===== config.mk =====
export PLATFORM = sky130hd
export DESIGN_NAME = led_matrix_driver
export DESIGN_NICKNAME = d
export VERILOG_FILES = /design/src/rtl/led_matrix_driver.sv
export SDC_FILE = /design/constraint.sdc
export NUM_CORES = 1
export LEC_CHECK = 0
export ABC_AREA = 1
export CORE_MARGIN = 5
export CORE_UTILIZATION = 45
export CTS_CLUSTER_SIZE = 25
export DETAILED_ROUTE_END_ITERATION = 7
export DONT_BUFFER_PORTS = 1
export PLACE_DENSITY = 0.67
export SLEW_MARGIN = 0
export SYNTH_ARGS = -nofsm -noshare
export SYNTH_HDL_FRONTEND = slang
export SYNTH_SLANG_ARGS = --single-unit

===== constraint.sdc =====
create_clock -name clk -period 5 [get_ports clk]
set_clock_uncertainty 0.1 [all_clocks]
set_input_delay 0.5 -clock clk [delete_from_list [all_inputs] [get_ports clk]]
set_output_delay 0.5 -clock clk [all_outputs]
set_load 0.005 [all_outputs]

===== src/rtl/led_matrix_driver.sv =====
// Row-scanned two-colour LED matrix driver with a double-buffered frame store.
// A shadow frame is promoted to the active buffer only in IDLE or at a frame boundary.
module led_matrix_driver #(
    parameter int ROWS  = 16,
    parameter int COLS  = 16,
    parameter int DWELL = 1024,
    parameter int BLANK = 8,
    localparam int RW   = (ROWS > 1) ? $clog2(ROWS) : 1
) (
    input  logic                 clk,
    input  logic                 reset,
    input  logic [ROWS*COLS-1:0] frame_red,
    input  logic [ROWS*COLS-1:0] frame_green,
    input  logic                 frame_valid,
    output logic                 frame_ready,
    output logic [ROWS-1:0]      row_en,
    output logic [COLS-1:0]      red_col,
    output logic [COLS-1:0]      green_col,
    output logic [RW-1:0]        row_idx,
    output logic                 frame_start
);
    localparam int MAXC = (DWELL > BLANK) ? DWELL : BLANK;
    localparam int CW   = $clog2(MAXC + 1);

    typedef enum logic [1:0] {ST_IDLE, ST_DRIVE, ST_BLANK} state_t;

    state_t                state_q, state_d;
    logic [RW-1:0]         row_q, row_d;
    logic [CW-1:0]         cnt_q, cnt_d;
    logic                  sfull_q, sfull_d;
    logic [ROWS*COLS-1:0]  sh_red_q, sh_red_d, sh_grn_q, sh_grn_d;
    logic [ROWS*COLS-1:0]  act_red_q, act_red_d, act_grn_q, act_grn_d;
    logic [ROWS-1:0]       row_en_q, row_en_d;
    logic [COLS-1:0]       red_col_q, red_col_d, green_col_q, green_col_d;
    logic                  frame_start_q, frame_start_d;
    logic                  accept, promote;

    always_comb begin
        state_d       = state_q;
        row_d         = row_q;
        cnt_d         = cnt_q;
        promote       = 1'b0;
        frame_start_d = 1'b0;
        case (state_q)
            ST_IDLE: begin
                if (sfull_q) begin
                    promote       = 1'b1;
                    state_d       = ST_DRIVE;
                    row_d         = '0;
                    cnt_d         = CW'(DWELL - 1);
                    frame_start_d = 1'b1;
                end
            end
            ST_DRIVE: begin
                if (cnt_q == '0) begin
                    state_d = ST_BLANK;
                    cnt_d   = CW'(BLANK - 1);
                end else begin
                    cnt_d = cnt_q - 1'b1;
                end
            end
            ST_BLANK: begin
                if (cnt_q == '0) begin
                    state_d = ST_DRIVE;
                    cnt_d   = CW'(DWELL - 1);
                    if (row_q == RW'(ROWS - 1)) begin
                        // frame boundary: the only place a new frame may take over mid-display
                        row_d         = '0;
                        frame_start_d = 1'b1;
                        promote       = sfull_q;
                    end else begin
                        row_d = row_q + 1'b1;
                    end
                end else begin
                    cnt_d = cnt_q - 1'b1;
                end
            end
            default: state_d = ST_IDLE;
        endcase

        // promote needs sfull_q and accept needs ~sfull_q, so they never overlap
        accept    = frame_valid & ~sfull_q;
        sfull_d   = (sfull_q & ~promote) | accept;
        sh_red_d  = accept  ? frame_red   : sh_red_q;
        sh_grn_d  = accept  ? frame_green : sh_grn_q;
        act_red_d = promote ? sh_red_q    : act_red_q;
        act_grn_d = promote ? sh_grn_q    : act_grn_q;

        // outputs are decoded from next state so the registered drive lines up with state_q
        row_en_d    = '0;
        red_col_d   = '0;
        green_col_d = '0;
        if (state_d == ST_DRIVE) begin
            for (int i = 0; i < ROWS; i++) row_en_d[i] = (row_d == RW'(i));
            red_col_d   = act_red_d[row_d*COLS +: COLS];
            green_col_d = act_grn_d[row_d*COLS +: COLS];
        end
    end

    always_ff @(posedge clk or negedge reset) begin
        if (!reset) begin
            state_q       <= ST_IDLE;
            row_q         <= '0;
            cnt_q         <= '0;
            sfull_q       <= 1'b0;
            sh_red_q      <= '0;
            sh_grn_q      <= '0;
            act_red_q     <= '0;
            act_grn_q     <= '0;
            row_en_q      <= '0;
            red_col_q     <= '0;
            green_col_q   <= '0;
            frame_start_q <= 1'b0;
        end else begin
            state_q       <= state_d;
            row_q         <= row_d;
            cnt_q         <= cnt_d;
            sfull_q       <= sfull_d;
            sh_red_q      <= sh_red_d;
            sh_grn_q      <= sh_grn_d;
            act_red_q     <= act_red_d;
            act_grn_q     <= act_grn_d;
            row_en_q      <= row_en_d;
            red_col_q     <= red_col_d;
            green_col_q   <= green_col_d;
            frame_start_q <= frame_start_d;
        end
    end

    assign frame_ready = ~sfull_q;
    assign row_en      = row_en_q;
    assign red_col     = red_col_q;
    assign green_col   = green_col_q;
    assign row_idx     = row_q;
    assign frame_start = frame_start_q;
endmodule

==> metrics.md <==
| Metric | Value |
|---|---|
| Final HPWL DP | `between 100 and 150 mm` |
| Share of layout cells above drive strength 1 | `0.0696` |
| Synth Cell Area | `about 0.049 mm2` |
| Total of max-cap violations | `0` |
| Worst r2r src | `cnt_q[0]$_DFFE_PN0P_` |
| H-Tree Depth | `3` |
| Violated checks | `negative hold slack` |
| I/O pin count | `between 500 and 600` |
| Hold Vio Cnt, Final | `~160` |
| Die ar. | `0.115 mm2` |
| Top-area cell type share of the netlist area | `0.561` |
| Post-cts sizing count | `0` |
| Maximum clock frequency | `approximately 0.23 GHz` |
| Fillcell total | `around 9500` |
| Synth-to-Final Area Change | `21.1%` |
| R2r setup slk | `approximately 0.73 ns` |
| Post-CTS Hold Buffers | `just over 500` |
| Arrival @ worst endpoint | `4.79 ns` |
| Starting density of the core | `0.454` |
| Via count | `approximately 40000` |
| CP Launch Type | `flop` |
| DIE WIDTH | `339 um` |
| FF-to-FF End | `red_col[13]$_DFF_PN0_` |
| Vias in the first global route | `around 40000` |
| Net Count, Synth | `about 6400` |
| Clock Path Buffers | `3` |
| Status | `finished, violations left` |
| Drt pass-1 iters | `6` |
| CTS tree | `built` |
| Max FO, Critical Path | `71` |
| Top cells by count, synth | `2000 x nand2_1, 1091 x dfrtp_1, 720 x inv_1, 408 x nor2_1, 395 x nand3_1` |
| Hold/Removal Path Class | `in -> async` |
| Multi-input gate area | `roughly 0.017 mm2` |
| Antenna violations before repair | `17` |
| R2R depth | `16` |
| # port buffers | `0` |
| Syn. warnings | `0` |
| Setup_tns | `0 ns` |
| Crit path kind | `reg -> reg` |
| Most used standard cell by instance count after synthesis | `nand2_1` |
| Top FF cell, synth | `dfrtp_1` |
| Yosys top cell by area | `dfrtp_1` |
| Clk_lat worst skew | `approximately 0.74 ns` |
| Detail Route Antenna Nets | `0` |
| Drt wl/cell | `~21 um` |
| Die height | `339 um` |
| RSZ-0062 raised after global routing | `false` |
| Largest net degree at the start of global routing | `between 1000 and 1500` |
| Yosys cell types | `33` |
| Core Region | `about 0.11 mm2` |
| Total Routing Usage GR | `0.277` |
| Worst-Margin Slew | `around 1.4 ns` |
| Syn avg cell area | `8.30 um2` |
| Tightest hold margin | `-0.166 ns` |
| Max VDD drop | `0.000333 V` |
| Minimum clock period | `about 4.3 ns` |
| First-pass GRT wire length | `247 mm` |
| Slew HR | `0.0877` |
| EDFF count, synth | `0` |
| Gpl congestion | `~0.9` |
| CTS Buf Count | `about 120` |
| Power Density | `around 380 mW/mm2` |
| DR vias/cell | `between 5 and 6` |
| Final nets | `roughly 6700` |
| Slew Limit Fails | `0` |
| #FFs+latches synth | `about 1100` |
| CTS root buf | `clkbuf_16` |
| DRC | `0` |
| Grt total ovfl | `0` |
| Cell count after synthesis | `approximately 6000` |
| Setup Viol. Count Final | `0` |
| Critical path data required time | `5.53 ns` |
| Register area share after synthesis | `0.561` |
| Site Rows | `between 100 and 150` |
| Initial DRC count | `roughly 3900` |
| Post-CTS Setup Bufs | `0` |
| Reg area | `0.0273 mm2` |
| Total Wirelength | `about 160 mm` |
| CP endpoint kind | `flop` |
| Ranking of synthesized cells by area | `dfrtp_1 56%, nand2_1 15%, inv_1 5.6%` |
| Ys async rst share | `1.00` |
| Clock transition at path regs | `around 0.060 ns` |
| Tcrit/Tclk final | `0.853` |
| Pleak | `28.4 nW` |
| Clock Sinks | `about 1100` |
critical path, cell delays in order (launching register included):
cell	delay [ns]
dfrtp_1	0.36
inv_1	0.14
ha_1	0.23
nand2_2	0.13
nor2_8	0.19
nand4_4	0.38
nand2_8	0.60
buf_4	0.39
buf_4	0.49
nand2_1	0.14
nand3_1	0.16
nand2_1	0.07
nand2_1	0.06
nand2_1	0.08
nand2_1	0.13
nand3_1	0.29
nor2_1	0.19
through the flow:
| stage | cell area (um2) | instances | power, W | setup WS, ns | utilization |
|---|---|---|---|---|---|
| floorplan | 48600 | 5863 | 0.0122 | 2.70 | - |
| global placement | 49600 | 6976 | 0.0129 | 0.800 | 0.463 |
| detailed placement | 49600 | 6976 | 0.0130 | 0.706 | 0.463 |
| CTS | 58700 | 7702 | 0.0223 | 0.725 | 0.548 |
| global route | 58900 | 7718 | 0.0233 | 0.353 | 0.549 |
| finish | 58900 | 7725 | 0.0224 | 0.735 | 0.550 |
cells by family after synthesis:
family / synth area share
AOI/OAI and AO/OA: 0.0590
xor gates and xnor gates: 0.000900
adders and majority gates: 0.00180
buffers and inverters: 0.0874
DFF: 0.561
muxes: 0.0394
and+or+nand+nor: 0.250
state kept, by name (all words and copies together), names as in the netlist:
register	cells
state_q	2
row_idx	4
row_en	16
sh_grn_q	256
act_grn_q	256
frame_start	1
cnt_q	11
green_col	16
act_red_q	256
red_col	16
sh_red_q	256
sfull_q	1
worst max path at each step:
stage / from / end / cells past startpoint
2_1_floorplan: cnt_q[0]$_DFFE_PN0P_ / green_col[12]$_DFF_PN0_ / 18
3_3_place_gp: cnt_q[0]$_DFFE_PN0P_ / red_col[3]$_DFF_PN0_ / 16
3_5_place_dp: cnt_q[0]$_DFFE_PN0P_ / red_col[5]$_DFF_PN0_ / 16
4_1_cts: cnt_q[0]$_DFFE_PN0P_ / red_col[5]$_DFF_PN0_ / 16
5_1_grt: row_idx[0]$_DFF_PN0_ / red_col[2]$_DFF_PN0_ / 15
6_report: cnt_q[0]$_DFFE_PN0P_ / red_col[13]$_DFF_PN0_ / 16
area by class of cell:
type | count | share of cell area
antenna | 16 | 0.000680
multi-input combinational | 3703 | 0.291
clock buffer | 175 | 0.0587
timing repair buffer | 571 | 0.100
sequential | 1091 | 0.463
inverter | 727 | 0.0465
clock inverter | 39 | 0.00928
tap | 1403 | 0.0298
placed cells by master (no fill, tap or decap), types with 7 or more instances in the layout:
| cell type | synthesis | routed |
|---|---|---|
| o21ai_1 | 41 | 41 |
| dlygate4sd3_1 | 0 | 514 |
| dfrtp_1 | 1091 | 1091 |
| inv_1 | 720 | 720 |
| nor2_1 | 408 | 407 |
| clkbuf_16 | 0 | 117 |
| diode_2 | 0 | 16 |
| mux2_2 | 170 | 170 |
| buf_4 | 17 | 33 |
| nand3b_1 | 138 | 138 |
| ha_1 | 7 | 7 |
| clkbuf_8 | 0 | 31 |
| buf_12 | 0 | 19 |
| nand3_1 | 395 | 395 |
| o21ai_0 | 161 | 161 |
| a22oi_1 | 7 | 7 |
| bufinv_16 | 0 | 10 |
| clkinv_2 | 0 | 20 |
| a21oi_1 | 347 | 347 |
| clkbuf_1 | 155 | 27 |
| nand2_1 | 2000 | 1998 |
where the power goes:
group	internal (W)	leakage (nW)	switching [W]
clock	0.00528	1.98	0.00368
sequential	0.0102	11.8	0.000685
combinational	0.00108	14.7	0.00145
total	0.0166	28.4	0.00582
metal layers:
metal / GRT usage / routed length [um] / vias to the layer above
li1: - / - / 18800
met1: 0.377 / 68300 / 19400
met2: 0.438 / 74800 / 1564
met3: 0.0577 / 12000 / 302
met4: 0.114 / 7040 / 6
met5: 0 / 34 / -
Note: power is estimated with default switching activity, not from simulation.
